<file path="src/rtl/approx_adder_err_monitor_pkg.sv">
// approx_adder_err_monitor_pkg: shared state encoding, default sizes and
// accumulator width formulas for the approximate-adder error monitor.
package approx_adder_err_monitor_pkg;
  typedef enum logic [1:0] {
    ST_IDLE  = 2'd0,
    ST_RUN   = 2'd1,
    ST_DRAIN = 2'd2,
    ST_DONE  = 2'd3
  } state_t;
  localparam int DEF_WIDTH = 16;
  localparam int DEF_NSAMP_W = 16;
  // N samples of at most 2^(w+1)-1 each cannot exceed w+1+n bits
  function automatic int acc_width(input int w, input int n);
    return w + 1 + n;
  endfunction
  function automatic int sq_width(input int w, input int n);
    return 2 * (w + 1) + n;
  endfunction
endpackage

</file>
<file path="src/rtl/approx_err_dist.sv">
// approx_err_dist: exact sum of a and b and its absolute distance to the
// approximate sum.
//   a, b    in  WIDTH    operands
//   approx  in  WIDTH+1  approximate sum {cout,s}
//   ed      out WIDTH+1  |(a+b) - approx|
module approx_err_dist #(
  parameter int WIDTH = 16
) (
  input  logic [WIDTH-1:0] a,
  input  logic [WIDTH-1:0] b,
  input  logic [WIDTH:0]   approx,
  output logic [WIDTH:0]   ed
);
  logic [WIDTH:0] exact;
  assign exact = {1'b0, a} + {1'b0, b};
  assign ed = exact >= approx ? exact - approx : approx - exact;
endmodule

</file>
<file path="src/rtl/approx_adder_err_monitor.sv">
// approx_adder_err_monitor: accumulates error statistics of an approximate
// adder over a run of num_samples samples.
//   clk, rst_n          clock, asynchronous active-low reset
//   start, num_samples  begin a run of N samples (taken in IDLE or DONE)
//   in_valid, in_ready  sample handshake
//   in_a, in_b          operands; in_approx is the approximate {cout,s}
//   busy, done          run in progress / statistics final
//   sample_cnt, err_count, sum_abs_err, max_abs_err  live statistics
//   sum_sq_err          sum of squared error, only when APPROX_ERR_MSE_EN
//                       is defined (adds one pipeline stage to done)
module approx_adder_err_monitor
  import approx_adder_err_monitor_pkg::*;
#(
  parameter int WIDTH = DEF_WIDTH,
  parameter int NSAMP_W = DEF_NSAMP_W,
  localparam int ACC_W = acc_width(WIDTH, NSAMP_W)
`ifdef APPROX_ERR_MSE_EN
  ,localparam int SQ_W = sq_width(WIDTH, NSAMP_W)
`endif
) (
  input  logic               clk,
  input  logic               rst_n,
  input  logic               start,
  input  logic [NSAMP_W-1:0] num_samples,
  input  logic               in_valid,
  output logic               in_ready,
  input  logic [WIDTH-1:0]   in_a,
  input  logic [WIDTH-1:0]   in_b,
  input  logic [WIDTH:0]     in_approx,
  output logic               busy,
  output logic               done,
  output logic [NSAMP_W-1:0] sample_cnt,
  output logic [NSAMP_W-1:0] err_count,
  output logic [ACC_W-1:0]   sum_abs_err,
  output logic [WIDTH:0]     max_abs_err
`ifdef APPROX_ERR_MSE_EN
  ,output logic [SQ_W-1:0]   sum_sq_err
`endif
);
  state_t state;
  logic [NSAMP_W-1:0] n_left;
  logic [WIDTH:0] ed, ed1;
  logic v1, accept, clear, drained;
  assign accept = in_valid & in_ready;
  assign clear = start && (state == ST_IDLE || state == ST_DONE);
  assign busy = state == ST_RUN || state == ST_DRAIN;
  assign done = state == ST_DONE;
  approx_err_dist #(.WIDTH(WIDTH)) u_dist (
    .a(in_a),
    .b(in_b),
    .approx(in_approx),
    .ed(ed)
  );
`ifdef APPROX_ERR_MSE_EN
  logic v2;
  logic [2*WIDTH+1:0] sq2;
  assign drained = !v1 && !v2;
  always_ff @(posedge clk or negedge rst_n)
    if (!rst_n) begin
      v2 <= 1'b0;
      sq2 <= '0;
      sum_sq_err <= '0;
    end else begin
      v2 <= v1;
      sq2 <= ed1 * ed1;
      if (clear) sum_sq_err <= '0;
      else if (v2) sum_sq_err <= sum_sq_err + SQ_W'(sq2);
    end
`else
  assign drained = !v1;
`endif
  // in_ready is registered from the remaining-sample count, never from in_valid
  always_ff @(posedge clk or negedge rst_n)
    if (!rst_n) begin
      state <= ST_IDLE;
      n_left <= '0;
      in_ready <= 1'b0;
    end else begin
      case (state)
        ST_IDLE, ST_DONE: if (start) begin
          state <= num_samples == '0 ? ST_DONE : ST_RUN;
          n_left <= num_samples;
          in_ready <= num_samples != '0;
        end
        ST_RUN: if (accept) begin
          n_left <= n_left - NSAMP_W'(1);
          if (n_left == NSAMP_W'(1)) begin
            in_ready <= 1'b0;
            state <= ST_DRAIN;
          end
        end
        ST_DRAIN: if (drained) state <= ST_DONE;
        default: state <= ST_IDLE;
      endcase
    end
  always_ff @(posedge clk or negedge rst_n)
    if (!rst_n) begin
      v1 <= 1'b0;
      ed1 <= '0;
      sample_cnt <= '0;
      err_count <= '0;
      sum_abs_err <= '0;
      max_abs_err <= '0;
    end else begin
      v1 <= accept;
      ed1 <= ed;
      if (clear) begin
        sample_cnt <= '0;
        err_count <= '0;
        sum_abs_err <= '0;
        max_abs_err <= '0;
      end else if (v1) begin
        sample_cnt <= sample_cnt + NSAMP_W'(1);
        err_count <= err_count + NSAMP_W'(ed1 != '0);
        sum_abs_err <= sum_abs_err + ACC_W'(ed1);
        if (ed1 > max_abs_err) max_abs_err <= ed1;
      end
    end
endmodule
</file>
<file path="config.mk">
export PLATFORM = sky130hd
export DESIGN_NAME = approx_adder_err_monitor
export DESIGN_NICKNAME = d
export VERILOG_FILES = /design/src/rtl/approx_adder_err_monitor_pkg.sv /design/src/rtl/approx_err_dist.sv /design/src/rtl/approx_adder_err_monitor.sv
export SDC_FILE = /design/constraint.sdc
export NUM_CORES = 1
export LEC_CHECK = 0
export CORE_MARGIN = 3
export CORE_UTILIZATION = 30
export CTS_CLUSTER_DIAMETER = 100
export DETAILED_ROUTE_END_ITERATION = 6
export PLACE_DENSITY_LB_ADDON = 0.3
export SLEW_MARGIN = 10
export SYNTH_ARGS = -nofsm -noshare
export SYNTH_HDL_FRONTEND = slang
export SYNTH_SLANG_ARGS = --single-unit
</file>
<file path="constraint.sdc">
create_clock -name clk -period 2.3 [get_ports clk]
set_clock_uncertainty 0.05 [all_clocks]
set_input_delay 0.46 -clock clk [delete_from_list [all_inputs] [get_ports clk]]
set_output_delay 0.46 -clock clk [all_outputs]
set_load 0.01 [all_outputs]
</file>
Word-level counts from Yosys, hierarchy flattened
Index checks and enable logic that the tools add are counted.
{"block": "classes", "n_addsub": 7, "n_lt_le_gt_ge": 2, "n_eq_ne": 8, "mux": 23, "bitwise_logic": 1, "reduce_logical": 15}
{"operator": "2-to-1 mux 16 bit", "count": 6}
{"operator": "2-to-1 mux 17 bit", "count": 4}
{"operator": "2-to-1 mux 33 bit", "count": 2}
{"operator": "subtractor 17 bit", "count": 2}
{"operator": "adder 33 x 17 -> 33 bit", "count": 1}
{"operator": "one-hot mux 16 bit (2 select lines)", "count": 1}
{"operator": "adder 16 x 16 -> 17 bit", "count": 1}
{"operator": ">= comparator 17 bit", "count": 1}
{"operator": "greater-than comparator 17 bit", "count": 1}
{"operator": "nonzero test 17 bit", "count": 1}
{"operator": "adder 16 x 1 -> 16 bit", "count": 1}
{"operator": "adder 16 x 1 -> 16 bit (second input constant)", "count": 1}
{"operator": "equality test 16 x 1 -> 1 bit (second input constant)", "count": 1}
{"operator": "logical NOT 16 bit", "count": 1}
{"operator": "nonzero test 16 bit", "count": 1}
{"operator": "subtractor 16 x 1 -> 16 bit (second input constant)", "count": 1}
{"operator": "2-to-1 mux 2 bit", "count": 5}
{"operator": "AND reduction 4 bit", "count": 2}
{"operator": "inequality test 2 bit (second input constant)", "count": 3}
{"operator": "one-hot mux 2 bit (3 select lines)", "count": 1}
{"operator": "nonzero test 2 bit", "count": 3}
{"operator": "equality test 2 bit (second input constant)", "count": 2}
{"operator": "2-to-1 mux 1 bit", "count": 3}
{"operator": "AND reduction 3 bit", "count": 1}
{"operator": "other kinds (9)", "count": 10}
{"block": "word_totals", "ff_bits": 119, "input_bits": 69, "output_inout_bits": 85, "word_cells": 65}

Longest topological paths before layout
Gate-level depths: netlist of the first run.
{"block": "depth", "depth_word": 5, "ltp_mapped": 18, "mapped_depth_nobuf": 17}

By module
A second synthesis of the first run with hierarchy kept.
{"block": "unflattened", "cells_unflattened": 1087, "area_unflattened_um2": 9387.8}
{"module": "approx_adder_err_monitor", "instances": 1, "cells_each": 770, "area_per_inst_um2": 7028.0}
{"module": "approx_err_dist", "instances": 1, "cells_each": 317, "area_per_inst_um2": 2359.8}

Least setup slack after synthesis of the first run
No wires, ideal clock.
{"block": "synth_path", "path_kind": "input to register", "start": "input port in_a[0]", "end": "register ed1[6]", "arrival_ps": 4084, "required_ps": 2119, "slack_ps": -1965, "stages": 17, "path_buffers": 1, "cell_sequence": "ha_1 fa_1 a21o_1 a211oi_1 o21ai_0 a31o_2 a311o_1 xor2_1 ha_1 nand4_1 nor4_1 a311oi_1 o221ai_1 buf_2 nor3b_1 a21oi_1 xor2_1"}
{"block": "synth_between", "elab_chain_cells": 3, "word_cells_on_any_way": 5, "classes_between": "add/sub (3); order compare (1); mux (1)"}
{"item": "start: declaration", "line": "approx_adder_err_monitor.sv:27", "text": "input logic [WIDTH-1:0] in_a,"}
{"item": "adder 16 x 16 -> 17 bit (*)", "line": "approx_err_dist.sv:15", "text": "assign exact = {1'b0, a} + {1'b0, b};"}
{"item": "subtractor 17 bit / >= comparator 17 bit (equally long branches)", "line": "approx_err_dist.sv:16", "text": "assign ed = exact >= approx ? exact - approx : approx - exact;"}
{"item": "2-to-1 mux 17 bit (*)", "line": "approx_err_dist.sv:16"}
{"item": "named net ed[6]", "line": "approx_adder_err_monitor.sv:42", "text": "logic [WIDTH:0] ed, ed1;"}
{"item": "end signal: assignment", "line": "approx_adder_err_monitor.sv:99", "text": "ed1 <= '0;"}
{"item": "end signal: assignment", "line": "approx_adder_err_monitor.sv:106", "text": "ed1 <= ed;"}
{"item": "end: declaration", "line": "approx_adder_err_monitor.sv:42"}
The timed path passes the listed nets; every way through them passes the cells marked *.
A chain may end at the register's enable or synchronous reset.

Worst setup path after layout of the first run
{"block": "layout_path", "start": "input port in_b[0]", "end": "register ed1[15]"}
{"block": "layout_between", "elab_chain_cells": 3, "word_cells_on_any_way": 5, "classes_between": "add/sub (3); order compare (1); mux (1)"}
{"item": "start: declaration", "line": "approx_adder_err_monitor.sv:28", "text": "input logic [WIDTH-1:0] in_b,"}
{"item": "adder 16 x 16 -> 17 bit (*)", "line": "approx_err_dist.sv:15"}
{"item": "subtractor 17 bit / >= comparator 17 bit (equally long branches)", "line": "approx_err_dist.sv:16"}
{"item": "2-to-1 mux 17 bit (*)", "line": "approx_err_dist.sv:16"}
{"item": "named net ed[15]", "line": "approx_adder_err_monitor.sv:42"}
Marks and branches as above.

==> results of run 1 <==
## final cells by class
cell class                 count  share of cell area, %
tap                          384                  3.293
inverter                      76                  1.972
multi-input combinational    828                  44.23
timing repair buffer         416                  25.95
clock inverter                10                  1.046
sequential                   119                  20.42
clock buffer                  21                  3.087
## worst max-delay path by stage
stage,depth (start not counted),from,to
6_report,19,in_b[0],ed1[15]
5_1_grt,20,in_b[0],ed1[11]
4_1_cts,17,in_b[0],ed1[15]
3_5_place_dp,16,in_a[0],ed1[8]
3_3_place_gp,16,in_a[0],ed1[8]
2_1_floorplan,17,in_a[0],ed1[6]
## layer usage
metal	share of wire, %	vias up
met5	0	-
met4	1.5	0
met3	4.6	31
met2	50	226
met1	44	4465
li1	-	4628
## state kept, by name (all words and copies together) (netlist names)
register and count:
sum_abs_err 33, ed1 17, max_abs_err 17, err_count 16, n_left 16, sample_cnt 16
state 2, in_ready 1, v1 1
## what timing repair did
item,4_1_cts,5_1_grt
setup endpoints to repair,72,75
gates resized for setup,118,122
setup buffers,20,16
hold buffers,1,0
cloned,4,2
pin swaps,66,71
endpoints found under the hold margin,5,0
## where the power goes
| part | leakage [nW] | total, mW | internal (mW) | switching [mW] |
|---|---|---|---|---|
| Clock | 0.296 | 2.77 | 1.82 | 0.942 |
| Combinational | 4.65 | 11.1 | 5.58 | 5.47 |
| Sequential | 1.54 | 3.34 | 2.72 | 0.625 |
## logic make-up (layout without fill, tap and decap cells)
family | after synthesis | after routing | share of synthesized area [%]
and+or+nand+nor | 335 | 335 | 18.71
AOI/OAI and AO/OA | 311 | 311 | 20.77
DFF | 119 | 119 | 33.15
buffers and inverters | 116 | 523 | 4.889
adders and majority gates | 96 | 96 | 13.71
xor gates and xnor gates | 61 | 61 | 5.948
muxes | 25 | 25 | 2.828
## layout by cell type (no fill, tap or decap), types with 6 or more instances in the layout
cell / synthesis / layout
nand3_1: 59 / 57
dfrtp_1: 119 / 118
nor3_1: 15 / 9
clkdlybuf4s50_1: 0 / 143
and2_1: 7 / 7
nand2b_1: 13 / 13
o21ai_2: 0 / 14
nand2_1: 66 / 61
o21ai_0: 92 / 51
nor2b_1: 9 / 8
a21oi_1: 105 / 90
o22ai_1: 17 / 17
xor2_1: 35 / 35
nor2_1: 77 / 71
nand4_1: 22 / 22
a211oi_2: 0 / 8
buf_6: 0 / 32
o211ai_1: 7 / 7
inv_1: 75 / 74
mux2i_1: 22 / 20
xnor2_1: 26 / 26
a211oi_1: 16 / 6
a31oi_1: 9 / 7
buf_12: 0 / 9
buf_4: 0 / 221
a21oi_2: 0 / 12
or3_1: 18 / 13
nor4_1: 14 / 9
and3_1: 11 / 8
a21o_1: 24 / 23
ha_1: 92 / 71
clkbuf_16: 0 / 19
ha_4: 0 / 20
o21ai_1: 1 / 26
## critical path: stages
cell,delay (ns)
buf_6,0.10
ha_4,0.15
fa_2,0.34
a21o_1,0.19
a211oi_2,0.28
o21ai_1,0.11
a31o_2,0.25
a311o_1,0.30
xor2_1,0.17
ha_1,0.31
nand4_1,0.17
nor4_2,0.06
a311oi_2,0.25
buf_4,0.17
o221a_4,0.23
buf_6,0.13
a211oi_2,0.04
a41o_1,0.23
xnor2_1,0.12
## metrics by stage
step | hold WS (ns) | total power [mW] | cells | utilization, % | setup slack [ns]
final | 0.3684 | 17.16 | 1854 | 50.15 | -1.522
after global routing | 0.3716 | 18.36 | 1854 | 50.15 | -1.746
after CTS | 0.3410 | 15.84 | 1837 | 47.75 | -1.503
after detailed placement | 0.2432 | 12.07 | 1783 | 43.64 | -2.562
after global placement | 0.2416 | 11.91 | 1783 | 43.64 | -2.490
after floorplan | 0.1144 | 8.072 | 1063 | - | -1.788
==> flow_metrics.tcl, run 1 <==
set metrics [dict create \
    htree_levels 4 \
    place_area_sq_um 12700 \
    final-setup-viol-count 41 \
    ys_top_cells_by_count "dfrtp_1 (119), a21oi_1 (105), ha_1 (92), o21ai_0 (92), nor2_1 (77)" \
    avgSynthCellArea_sq_um 8.450 \
    rows 62 \
    ios 154 \
    seq_area_frac_synth_pct 33.15 \
    dp_hpwl_mm 19.95 \
    n_antenna_cell 0 \
    end_kind "register" \
    drtAntennaViolNets 0 \
    synth-seq-cells 119 \
    cts.sinks 119 \
    drc_errors 0 \
    grt_max_degree 69 \
    met2_usage_pct 29.59 \
    grt_use_met1_pct 21.36 \
    met3_usage_pct 2.838 \
    required_ns 2.55 \
    clock_path_buffers 2 \
    grt_antenna_before_repair 0 \
    grt_pass1_wl_mm 44.25 \
    syn_inst 1063 \
    reg2reg_slack_ns -0.21 \
    synth_edf_count 0 \
    synth_top_area_share_pct 33.15 \
    p_per_area_nw_per_um2 1176 \
    path_class "in2reg" \
    finalHoldViolations 0 \
    synth_area_sq_um 8982 \
    die_width_um 179.0 \
    rr_worst_depth 11 \
    fin_tns_setup_ns -25.81 \
    worstMarginPinSlew_ns 0.4504 \
    slew_headroom_pct 69.65 \
    die_area_sq_um 32050 \
    power.leakage_nw 6.486 \
    max_freq_mhz 261.6 \
    n_fill_cell 2682 \
    vias_per_cell 5.043 \
    seqCellArea_sq_um 2979 \
    area_growth_pct 62.43 \
    overflow 0 \
    track_usage_pct 16.82 \
    nNetsFinal 1623 \
    busiest_layer "met2" \
    drive_gt1_share_pct 29.25 \
    design_area_sq_um 14590 \
    period_minus_slack_ns 3.822 \
    place_congestion 0.8787 \
    drv_slew 0 \
    syn_nets 1228 \
    root_buffer "clkbuf_16" \
    ys_types 61 \
    synthArstFlopShare_pct 100.0 \
    numCtsBuffers 17 \
    yosysTopAreaCell "dfrtp_1" \
    path_max_fanout 4 \
    drt_iter0_markers 531 \
    numPortBuffers 153 \
    timing.rr.start "ed1[0]" \
    fp.dieH_um 179.0 \
    routedWlPerCell_um 15.20 \
    rsz0062_at_grt "true" \
    holdCritPathClass "in2async" \
    status "complete, but fails checks" \
    yosysMostFrequentCell "dfrtp_1" \
    crit_path_start_kind "input pin" \
    ys.flop_type "dfrtp_1" \
    max_cap_violations 0 \
    routed_wl_mm 28.18 \
    cp_data_arrival_time_ns 4.07 \
    fin_ws_ns -1.522 \
    first_global_vias 9113 \
    firstDrtPassIters 5 \
    yosys-top-cells-area "dfrtp_1 (33%), ha_1 (13%), a21oi_1 (5.9%)" \
    path_clk_slew_ns 0.06 \
    fp.coreArea_sq_um 29090 \
    period_share_pct 166.2 \
    vias 9350 \
    start_util_pct 30.88 \
    yosysWarnings 0 \
    clk_latency_ns 0.41 \
    violations "negative setup slack" \
    cts_tree "yes" \
    ir_worst_vdd_uv 679.6 \
    multi_input_area_sq_um 6454 \
    reg2reg_to "sum_abs_err[24]" \
]
Note: power is estimated with default switching activity, not from simulation.
==> run 2: changes to the inputs <==
--- a/config.mk
+++ b/config.mk
@@ -5,9 +5,11 @@
 export SDC_FILE = /design/constraint.sdc
 export NUM_CORES = 1
 export LEC_CHECK = 0
+export CELL_PAD_IN_SITES_DETAIL_PLACEMENT = 0
+export CELL_PAD_IN_SITES_GLOBAL_PLACEMENT = 1
 export CORE_MARGIN = 3
 export CORE_UTILIZATION = 30
-export CTS_CLUSTER_DIAMETER = 100
+export CTS_CLUSTER_DIAMETER = 120
 export DETAILED_ROUTE_END_ITERATION = 6
 export PLACE_DENSITY_LB_ADDON = 0.3
 export SLEW_MARGIN = 10
==> run 2 against run 1 <==
Effect of this change:
- largest cell class unchanged
- clock power rose by 5%
- worst hold slack lost 0.32 ns
- non-clock buffer count increased by 10
- sequential share of layout area hardly changed
- worst setup slack better by 0.041 ns
- highest routed layer unchanged
- via count is 1.3% lower
- the run still ends with negative setup slack left
- first-iteration DRC count shrank 27%
- fmax grew 1.1%
- final cell count rose by 0.54%
- die area stayed put
==> flow_metrics.tcl, run 2 (synthesized netlist as in run 1, its figures left out) <==
set metrics [dict create \
    final_common_cell "buf_4" \
    max_cap_violations 0 \
    ir_worst_vdd_uv 646.5 \
    top_register "sum_abs_err" \
    first_global_vias 9090 \
    power_mw 17.13 \
    die_area_sq_um 32050 \
    slew_headroom_pct 58.27 \
    drive_gt1_share_pct 31.62 \
    track_usage_pct 16.89 \
    grt_antenna_before_repair 0 \
    numCtsBuffers 17 \
    routedWlPerCell_um 14.89 \
    drc_errors 0 \
    end_kind "register" \
    switching_share_pct 41.21 \
    vias_per_cell 4.953 \
    place_congestion 0.8540 \
    crit_path_start_kind "input pin" \
    met1_length_mm 12.06 \
    comb_power_share_pct 63.4 \
    finalHoldViolations 0 \
    reg2reg_slack_ns -0.17 \
    max_freq_mhz 264.4 \
    vias 9233 \
    clock_path_buffers 2 \
    violations "negative setup slack" \
    crit_end "ed1[16]" \
    dr_wl_met2_mm 14.04 \
    firstDrtPassIters 5 \
    drt_iter0_markers 385 \
    root_buffer "clkbuf_16" \
    power_frac_clock_pct 16.9 \
    area_growth_pct 62.40 \
    status "complete, but fails checks" \
    p_seq_share_pct 19.7 \
    overflow 0 \
    period_minus_slack_ns 3.782 \
    whs_ns 0.04344 \
    power.leakage_nw 6.516 \
    fin_ws_ns -1.482 \
    htree_levels 4 \
    power.internal_mw 10.07 \
    cts_tree "yes" \
    required_ns 2.59 \
    dp_hpwl_mm 20.43 \
    clk_latency_ns 0.42 \
    rsz0062_at_grt "true" \
    holdCritPathClass "in2async" \
    cts.sinks 119 \
    switching_power_mw 7.061 \
    fp.dieH_um 179.0 \
    start_util_pct 30.88 \
    ctsHoldBuffers 0 \
    drtAntennaViolNets 0 \
    routed_wl_mm 27.76 \
    routed-wl-met3_mm 1.297 \
    path_max_fanout 6 \
    timing.rr.start "ed1[0]" \
    fp.coreArea_sq_um 29090 \
    rr_worst_depth 12 \
    die_width_um 179.0 \
    numPortBuffers 153 \
    top_regs "sum_abs_err (33), ed1 (17), max_abs_err (17)" \
    drv_slew 0 \
    final-setup-viol-count 37 \
    grt_pass1_wl_mm 44.00 \
    nNetsFinal 1633 \
    top_layer "met4" \
    largest_reg_flops 33 \
    worstMarginPinSlew_ns 0.6260 \
    period_share_pct 164.4 \
    cp-startpoint "in_b[0]" \
    p_per_area_nw_per_um2 1175 \
    rows 62 \
    n_antenna_cell 0 \
    ios 154 \
    reg2reg_to "sum_abs_err[18]" \
    grt_max_degree 47 \
    cp_data_arrival_time_ns 4.07 \
    path_class "in2reg" \
    fin_util_pct 50.15 \
    final_cell_mix "buf_4 (250), clkdlybuf4s50_1 (141), dfrtp_1 (117)" \
    path_clk_slew_ns 0.06 \
]
==> run 2: cell types whose count changed in the layout (fill, tap and decap cells not counted), moves of 3 or more <==
| cell | change |
|---|---|
| nand3_1 | -3 |
| dlygate4sd2_1 | +4 |
| ha_2 | +4 |
| buf_6 | -11 |
| clkinv_2 | -4 |
| clkbuf_8 | +4 |
| o21ai_2 | +17 |
| a21oi_2 | +6 |
| ha_4 | -6 |
| a21oi_1 | -8 |
| buf_4 | +29 |
| o21ai_1 | -15 |
| buf_12 | -5 |
==> run 2: worst min-delay path by stage <==
| stage | slack, ns | to |
|---|---|---|
| floorplan | 0.11 | ed1[0] |
| global placement | 0.46 | in_ready |
| detailed placement | 0.47 | in_ready |
| CTS | 0.06 | n_left[13] |
| global route | 0.07 | n_left[13] |
| finish | 0.04 | n_left[14] |
==> run 2: power groups by stage <==
stage | clock (mW) | sequential, mW | combinational [mW]
floorplan | 0 | 3.35 | 4.72
global placement | 0 | 3.30 | 8.71
detailed placement | 0 | 3.30 | 8.81
CTS | 2.98 | 3.30 | 9.67
global route | 3.06 | 3.46 | 11.9
finish | 2.90 | 3.37 | 10.9
==> run 2: final cells by class <==
type / count / area [sq um]
clock inverters: 7 / 140.1
repair buffers: 426 / 3697
multi-input cells: 828 / 6502
flip-flops and latches: 119 / 2980
clock buffers: 24 / 501.7
well taps: 384 / 480.5
inverters: 76 / 285.3
fillers: 2755 / 14500
==> run 2: what timing repair did <==
| action | CTS | global route |
|---|---|---|
| setup buffers | 28 | 21 |
| gates resized for setup | 125 | 129 |
| endpoints found under the setup margin | 75 | 81 |
| gates cloned | 2 | 1 |
| pin swaps | 66 | 80 |
==> run 2: layer usage <==
layer,track usage (%),vias to the layer above
met3,2.922,30
met1,20.97,4359
li1,-,4647
met5,0,-
met2,30.42,197
met4,3.896,0
==> run 2: critical path, cell delays in order <==
cell and delay (ns):
buf_6 0.10, ha_4 0.15, fa_2 0.34, a21o_1 0.19
a211oi_2 0.24, o21ai_1 0.10, a31o_2 0.28, a21o_1 0.21
o21ai_1 0.14, a21oi_1 0.10, ha_1 0.30, nand4_1 0.18
or3_4 0.46, o221ai_4 0.25, buf_4 0.17, a211oi_2 0.03
a31oi_1 0.20, xor2_1 0.16
==> run 2: through the flow <==
stage / setup TNS (ns) / setup WS (ns) / area (sq um) / instances
floorplan: -27.81 / -1.788 / 9065 / 1063
global placement: -47.23 / -2.456 / 12670 / 1788
detailed placement: -48.52 / -2.545 / 12670 / 1788
CTS: -24.54 / -1.531 / 13970 / 1849
global route: -32.68 / -1.684 / 14590 / 1864
finish: -24.51 / -1.482 / 14590 / 1864
